==> src/rtl/prbs_err_window.sv <==
// Loss-of-sync detector: counts valid beats in a fixed window and the errors
// seen inside it; raises loss on the beat whose error reaches the threshold.
module prbs_err_window #(
  parameter int WINDOW      = 256,
  parameter int LOSS_THRESH = 8
) (
  input  logic clk,
  input  logic reset,
  input  logic restart,
  input  logic beat,
  input  logic err,
  output logic loss
);

  localparam int BW = (WINDOW > 1) ? $clog2(WINDOW) : 1;
  localparam int EW = $clog2(LOSS_THRESH + 1);
  localparam int SW = EW + 1;

  logic [BW-1:0] win_bits;
  logic [EW-1:0] win_err;
  logic          wrap;
  logic [SW-1:0] err_base;
  logic [SW-1:0] err_sum;

  // Error total for this beat; an error on the wrap beat starts the new window.
  always_comb begin
    wrap     = (win_bits == BW'(WINDOW - 1));
    err_base = wrap ? {SW{1'b0}} : {1'b0, win_err};
    err_sum  = err_base + SW'(err);
    loss     = beat & err & (err_sum >= SW'(LOSS_THRESH));
  end

  // Window counters; held clear whenever the checker is not locked.
  always_ff @(posedge clk or posedge reset) begin
    if (reset) begin
      win_bits <= {BW{1'b0}};
      win_err  <= {EW{1'b0}};
    end else if (restart) begin
      win_bits <= {BW{1'b0}};
      win_err  <= {EW{1'b0}};
    end else if (beat) begin
      win_bits <= wrap ? {BW{1'b0}} : (win_bits + BW'(1));
      if (err_sum >= SW'(LOSS_THRESH)) begin
        win_err <= EW'(LOSS_THRESH);
      end else begin
        win_err <= err_sum[EW-1:0];
      end
    end
  end

endmodule

==> config.mk <==
export PLATFORM = sky130hd
export DESIGN_NAME = prbs_err_window
export DESIGN_NICKNAME = d
export VERILOG_FILES = /design/src/rtl/prbs_err_window.sv
export SDC_FILE = /design/constraint.sdc
export NUM_CORES = 1
export LEC_CHECK = 0
export CAP_MARGIN = 0
export CORE_ASPECT_RATIO = 1.1
export CORE_MARGIN = 2
export CORE_UTILIZATION = 35
export CTS_BUF_LIST = sky130_fd_sc_hd__clkbuf_8
export DETAILED_ROUTE_END_ITERATION = 12
export GPL_ROUTABILITY_DRIVEN = 0
export HOLD_SLACK_MARGIN = 0.02
export SYNTH_ARGS = -nofsm -noshare
export SYNTH_HDL_FRONTEND = slang
export SYNTH_SLANG_ARGS = --single-unit
==> constraint.sdc <==
create_clock -name clk -period 4.3 [get_ports clk]
set_input_delay 0.86 -clock clk [delete_from_list [all_inputs] [get_ports clk]]
set_output_delay 0.86 -clock clk [all_outputs]
set_load 0.01 [all_outputs]
# [Word level (Yosys, flattened, before mapping)]
# Index checks and enable logic that the tools add are counted.
[word_totals] regBits=12 inputBits=5 out_inout_bits=1 word_cells=16
[op_classes] addsub=2 magnitude_cmp=1 eq_ne=1 muxes=7 bitwise_logic=2 n_reduce_logical=1
[ops] op="8-bit two-way mux" n=3
[ops] op="4-bit two-way mux" n=4
[ops] op="8-bit by 1-bit adder with 8-bit output (second input constant)" n=1
[ops] op="8-bit equality test (second input constant)" n=1
[ops] op="4-bit by 1-bit adder with 5-bit output" n=1
[ops] op="5-bit by 4-bit greater-or-equal comparator with 1-bit output (second input constant)" n=1
[ops] op="1-bit bitwise AND" n=2
[ops] op="2-bit nonzero test" n=1

# [Depth between registers and ports, before layout]
# Gate-level depths: netlist of run 1.
[depth] depth_word=7 mapped_depth=11 ltp_nobuf=10

# [Least setup slack after synthesis of run 1]
# OpenSTA, ideal clock, no wires.
[synth_timing] kind="reg-to-output" start="register win_bits[0]" end="output loss" t_arrival_ns=2.116 t_required_ns=3.440 slack_ns=1.324 path_stages_with_launch=12 path_buffers=1 cell_sequence="dfrtp_1 ha_1 nand4_2 nor2_2 buf_6 and2b_1 ha_1 ha_1 nand2b_1 mux2i_2 nor2_1 and3_1"
[synth_via] elab_chain_cells=5
[synth_rtl] element="start, declared" line="19" rtl="logic [BW-1:0] win_bits;"
[synth_rtl] element="start signal, assigned" line="36" rtl="win_bits <= {BW{1'b0}};"
[synth_rtl] element="start signal, assigned" line="39" rtl="win_bits <= {BW{1'b0}};"
[synth_rtl] element="start signal, assigned" line="42" rtl="win_bits <= wrap ? {BW{1'b0}} : (win_bits + BW'(1));"
[synth_rtl] element="8-bit equality test" line="27" rtl="wrap = (win_bits == BW'(WINDOW - 1));"
[synth_rtl] element="4-bit two-way mux" line="28" rtl="err_base = wrap ? {SW{1'b0}} : {1'b0, win_err};"
[synth_rtl] element="4-bit by 1-bit adder with 5-bit output" line="29" rtl="err_sum = err_base + SW'(err);"
[synth_rtl] element="5-bit by 4-bit greater-or-equal comparator with 1-bit output" line="30" rtl="loss = beat & err & (err_sum >= SW'(LOSS_THRESH));"
[synth_rtl] element="1-bit bitwise AND" line="30"
[synth_rtl] element="end, declared" line="12" rtl="output logic loss"
# Every way passes these cells.

# [Worst setup path in the final report of run 1]
[layout_timing] start="input err" end="output loss"
[layout_via] elab_chain_cells=3 elab_cells_between_ends=4 classes_between="add/sub (1); order compare (1); bitwise (2)"
[layout_rtl] element="start, declared" line="11" rtl="input logic err,"
[layout_rtl] element="4-bit by 1-bit adder with 5-bit output" line="29"
[layout_rtl] element="5-bit by 4-bit greater-or-equal comparator with 1-bit output" line="30"
[layout_rtl] element="1-bit bitwise AND *" line="30"
# Mark *: on every way between the ends. The rest lies on a longest branch, timed or not.

==> results of run 1 <==
-- area by class of cell --
type | count | area (sq um)
Inverter | 2 | 7.51
Timing Repair Buffer | 7 | 65.1
Multi-Input combinational cell | 57 | 414
Fill cell | 193 | 1140
Sequential cell | 12 | 300
Clock buffer | 4 | 55.1
Tap cell | 28 | 35.0
-- metal layers --
metal	up-vias	track usage [%]	share of wire (%)
met5	-	0	0
met4	0	2.70	0.69
met3	2	6.21	4.0
met2	11	23.3	48
met1	283	18.0	47
li1	286	-	-
-- state kept, by name (all words and copies together), names as in the netlist --
signal / count
win_bits: 8
win_err: 4
-- cells in the mapped netlist (all sizes together) --
master  instances
dfrtp          12
a21oi           7
nand2b          5
nand2           4
nand3           4
nor2            4
and3            3
buf             3
ha              3
o211ai          3
xor2            3
a311oi          2
and2b           2
inv             2
nand4           2
nor2b           2
nor3            2
or3b            2
a211oi          1
a31o            1
a31oi           1
clkbuf          1
mux2i           1
nor3b           1
o211a           1
o21a            1
o21ai           1
or3             1
-- critical path: stages --
cell	delay (ns)
clkdlybuf4s50_1	0.43
ha_1	0.23
ha_1	0.23
nand2b_1	0.18
mux2i_2	0.24
nor2_1	0.09
and3_1	0.18
clkdlybuf4s50_1	0.47
-- cells by family after synthesis --
group           Yosys count  share of synthesized area, %
xor+xnor                  3                          3.51
mux                       1                          1.84
flops                    12                          40.1
simple gates             32                          26.9
fa+ha+maj                 3                          5.01
buf+inv                   6                          4.67
compound gates           18                          18.0
-- worst max-delay path by stage --
stage	start	slack (ns)	endpoint	cells past startpoint
final	err	0.54	loss	8
after global routing	win_bits[0]$_DFFE_PP0P_	0.32	loss	11
after CTS	err	0.52	loss	8
after detailed placement	err	0.57	loss	8
after global placement	err	0.61	loss	8
after floorplan	win_bits[0]$_DFFE_PP0P_	1.32	loss	11
-- stage by stage --
stage	cell area [sq um]	utilization (%)	setup slack, ns	std cells	power (mW)
CTS	877	43.4	0.525	110	0.265
floorplan	749	-	1.32	75	0.132
finish	877	43.4	0.541	110	0.260
global placement	822	40.7	0.611	106	0.139
detailed placement	822	40.7	0.572	106	0.139
global route	877	43.4	0.324	110	0.273
-- power breakdown --
group | internal (mW) | switching (mW) | leakage (nW)
Combinational | 0.00886 | 0.0108 | 0.198
Sequential | 0.115 | 0.00186 | 0.166
Clock | 0.0809 | 0.0426 | 0.0288
==> reports/qor.txt, run 1 <==
status: complete, no violations
Residual DRC: 0
largest net degree at the start of global routing: 20
max_cap viols: 0
wirelength, routed: 1450 microns
Worst Path Max Fanout: 4
RSZ-0062 raised after global routing: no
I/O Buffers: 5
syn avg cell area: 9.99 sq um
max_slew headroom: 62.0%
share of cells above drive strength 1: 18.3%
clock slew at reported path FFs: 0.06 ns
Skew-Pair Late Insertion Delay: 0.24 ns
row cnt: 17
most common cell after layout, fill and taps aside: dfrtp_1
syn_nets: 83
number of max-slew violations in the final report: 0
cells on worst reg2reg path: 10
n_diodes: 0
sequential cell area fraction in the yosys report: 40.1%
Yosys Warn Count: 0
I/O pin cnt: 6
CP required: 3.44 ns
Seq cells post-synth: 12
crit end category: primary output
Fmax achieved: 266 MHz
Die Wd: 48.1 microns
hold buffer count at cts: 0
top-area cell type share of the netlist area: 40.1%
PwrDens: 297 nW/um^2
mapped cell area: 749 sq um
via count: 582
CTS tree: done
initial antenna violation count: 0
Unique masters post-synth: 36
DIE HEIGHT: 52.5 microns
r2r setup slk: 1.94 ns
Hold Crit Class: register to register
vias in the first global route: 562
WL/cell: 13.2 microns
HPWL after DPL: 984 microns
Sum Neg Setup Slack: 0 ns
Clock Sinks: 12
post-route ant nets: 0
period utilization: 87.4%
Hold EP: win_bits[7]$_DFFE_PP0P_
Worst Hold Depth: 1
Post-CTS Resized: 0
vias per cell: 5.29
total gr overflow: 0
clock buffer count from CTS: 3
Critical Path AT: 2.90 ns
Core Area: 2020 sq um
Worst R2R End: win_err[2]$_DFFE_PP0P_
Tmin final: 3.76 ns
Global Route Usage Sum: 14.5%
Slew @ Worst Pin: 0.568 ns
final setup vio count: 0
worst hold start: win_bits[7]$_DFFE_PP0P_
Max H-tree Level: 1
commonest cells after routing, fill and taps aside: dfrtp_1, a21oi_1, nand2b_1, clkdlybuf4s50_1
post-synth top area cell: dfrtp_1
WHS: 0.524 ns
Lkg Pwr: 0.392 nW
die area: 2530 sq um
Hold Fails Final Rpt: 0
clock buffer depth: 2
setup bufs post-CTS: 0
1st-iter DRT viols: 13
VDD IR max: 0.000197 V
Crit Path Class: input port to primary output
worst r2r src: win_bits[0]$_DFFE_PP0P_
fin nets: 91
clock root buffer: clkbuf_8
skew final: 0.00665 ns
crit start category: input port
Initial DRT Pass Iterations: 4
first-pass GRT wire length: 2520 microns
ranking of synthesized cells by area: dfrtp_1, ha_1, nand2b_1, a21oi_1, xor2_1
Synth Instances: 75
Layout area overhead: 17.0%
Starting Density: 37.1%
Note: power is estimated with default switching activity, not from simulation.
==> run 2: changes to the inputs <==
Settings changed: PLACE_DENSITY set to 0.61.
==> reports/qor.txt, run 2 (synthesis results as in run 1) <==
largest net degree at the start of global routing: 20 (unchanged)
final core occ: 42.7% (-0.68 points)
DP Cell Count: 106 (unchanged)
Slew @ Worst Pin: 0.585 ns (+0.0171 ns)
PwrDens: 277 nW/um^2 (-6.8%)
top layer reached by signal wires: met4
share of cells above drive strength 1: 17.3% (-1.0 points)
Clock Sinks: 12 (unchanged)
clock buffer count from CTS: 3 (unchanged)
Worst Path Max Fanout: 4 (unchanged)
I/O Buffers: 5 (unchanged)
Most flops, register: win_bits
cells on worst reg2reg path: 10 (unchanged)
1st-iter DRT viols: 13 (unchanged)
HPWL after DPL: 1000 microns (+1.9%)
via count: 593 (+1.9%)
met2 WL: 714 microns (+1.7%)
WL met1: 694 microns (+1.8%)
commonest cells after routing, fill and taps aside: dfrtp_1, a21oi_1, nand2b_1, clkdlybuf4s50_1, nand2_1
wirelength, routed: 1450 microns (-0.14%)
post-route insts no fill: 109 (-0.91%)
Initial DRT Pass Iterations: 4 (unchanged)
clock buffer depth: 2 (unchanged)
Placed Area: 822 sq um (unchanged)
fin worst setup slack: 0.542 ns (+0.00173 ns)
I/O pin cnt: 6 (unchanged)
Die Wd: 48.1 microns (unchanged)
clock root buffer: clkbuf_8
fin nets: 91 (unchanged)
clock slew at reported path FFs: 0.05 ns (about the same)
Sum Neg Setup Slack: 0 ns (unchanged)
post-route ant nets: 0 (unchanged)
Starting Density: 37.1% (unchanged)
crit end category: primary output
total gr overflow: 0 (unchanged)
biggest regs: win_bits: 8 flops, win_err: 4 flops
setup bufs post-CTS: 0 (unchanged)
most common cell after layout, fill and taps aside: dfrtp_1
hold buffer count at cts: 0 (unchanged)
max_cap viols: 0 (unchanged)
skew final: 0.00516 ns (-0.00149 ns)
delay-heaviest family, CP: buffers and inverters
WL met3: 32 microns (-45%)
total power: 239 uW (-8.2%)
Critical Path AT: 2.90 ns (about the same)
CTS tree: done
VDD IR max: 0.000121 V (-38%)
fin area: 863 sq um (-1.6%)
final setup vio count: 0 (unchanged)
Layout area overhead: 15.2%
vias in the first global route: 603 (+7.3%)
Core Area: 2020 sq um (unchanged)
first-pass GRT wire length: 2480 microns (-1.6%)
die area: 2530 sq um (unchanged)
CP cell instances: clkdlybuf4s50_1 > ha_1 > ha_1 > nand2b_1 > mux2i_2 > nor2_1 > and3_1 > clkdlybuf4s50_1
Lkg Pwr: 0.385 nW (-1.8%)
Largest register FFs: 8 (unchanged)
crit start category: input port
Max stage delay on crit path: 0.47 ns (about the same)
WL/cell: 13.3 microns (+0.78%)
WHS: 0.533 ns (+0.00946 ns)
RSZ-0062 raised after global routing: no
Worst Hold Depth: 1 (unchanged)
Hold Fails Final Rpt: 0 (unchanged)
Crit Path Class: input port to primary output
Place WS: 0.551 ns (-0.0214 ns)
Residual DRC: 0 (unchanged)
Post-CTS Resized: 0 (unchanged)
status: complete, no violations
Critical Path Stages: 8 (unchanged)
CP required: 3.44 ns (about the same)
Max H-tree Level: 1 (unchanged)
Hold Crit Class: register to register
n_diodes: 0 (unchanged)
period utilization: 87.4% (about the same)
DIE HEIGHT: 52.5 microns (unchanged)
number of max-slew violations in the final report: 0 (unchanged)
max_slew headroom: 60.9% (-1.1 points)
vias per cell: 5.44 (+2.8%)
initial antenna violation count: 0 (unchanged)
slowest cell on the critical path: clkdlybuf4s50_1
Skew-Pair Late Insertion Delay: 0.24 ns (about the same)
row cnt: 17 (unchanged)
Global Route Usage Sum: 14.0% (-0.52 points)
sum of buffers and inverters on the critical path: 2 (unchanged)
Fmax achieved: 266 MHz (about the same)
Tmin final: 3.76 ns (-0.00173 ns)
run 2: power by group:
| part | internal (mW) | switching (mW) |
|---|---|---|
| combinational | 0.00880 | 0.0107 |
| clock | 0.0617 | 0.0405 |
| sequential | 0.115 | 0.00179 |
run 2: layer usage:
layer / GRT usage (%) / vias to the layer above
met1: 16.3 / 294
met5: 0 / -
li1: - / 284
met2: 22.4 / 13
met3: 3.10 / 2
met4: 8.56 / 0
run 2: layout make-up:
type	count	area (sq um)
fill	207	1160
multi-input combinational	57	414
sequential	12	300
timing repair buffer	7	65.1
clock buffer	3	41.3
tap	28	35.0
inverter	2	7.51
run 2: path summary, 6_finish.rpt:
check                                   startpoint                 endpoint  slack (ns)
setup / recovery                               err                     loss        0.54
hold / removal             win_bits[7]$_DFFE_PP0P_  win_bits[7]$_DFFE_PP0P_        0.53
setup reg to reg           win_bits[0]$_DFFE_PP0P_   win_err[2]$_DFFE_PP0P_        1.96
hold reg to reg            win_bits[7]$_DFFE_PP0P_  win_bits[7]$_DFFE_PP0P_        0.53
max in group asynchronous                    reset  win_bits[4]$_DFFE_PP0P_        3.03
min in group asynchronous                    reset   win_err[3]$_DFFE_PP0P_        0.94
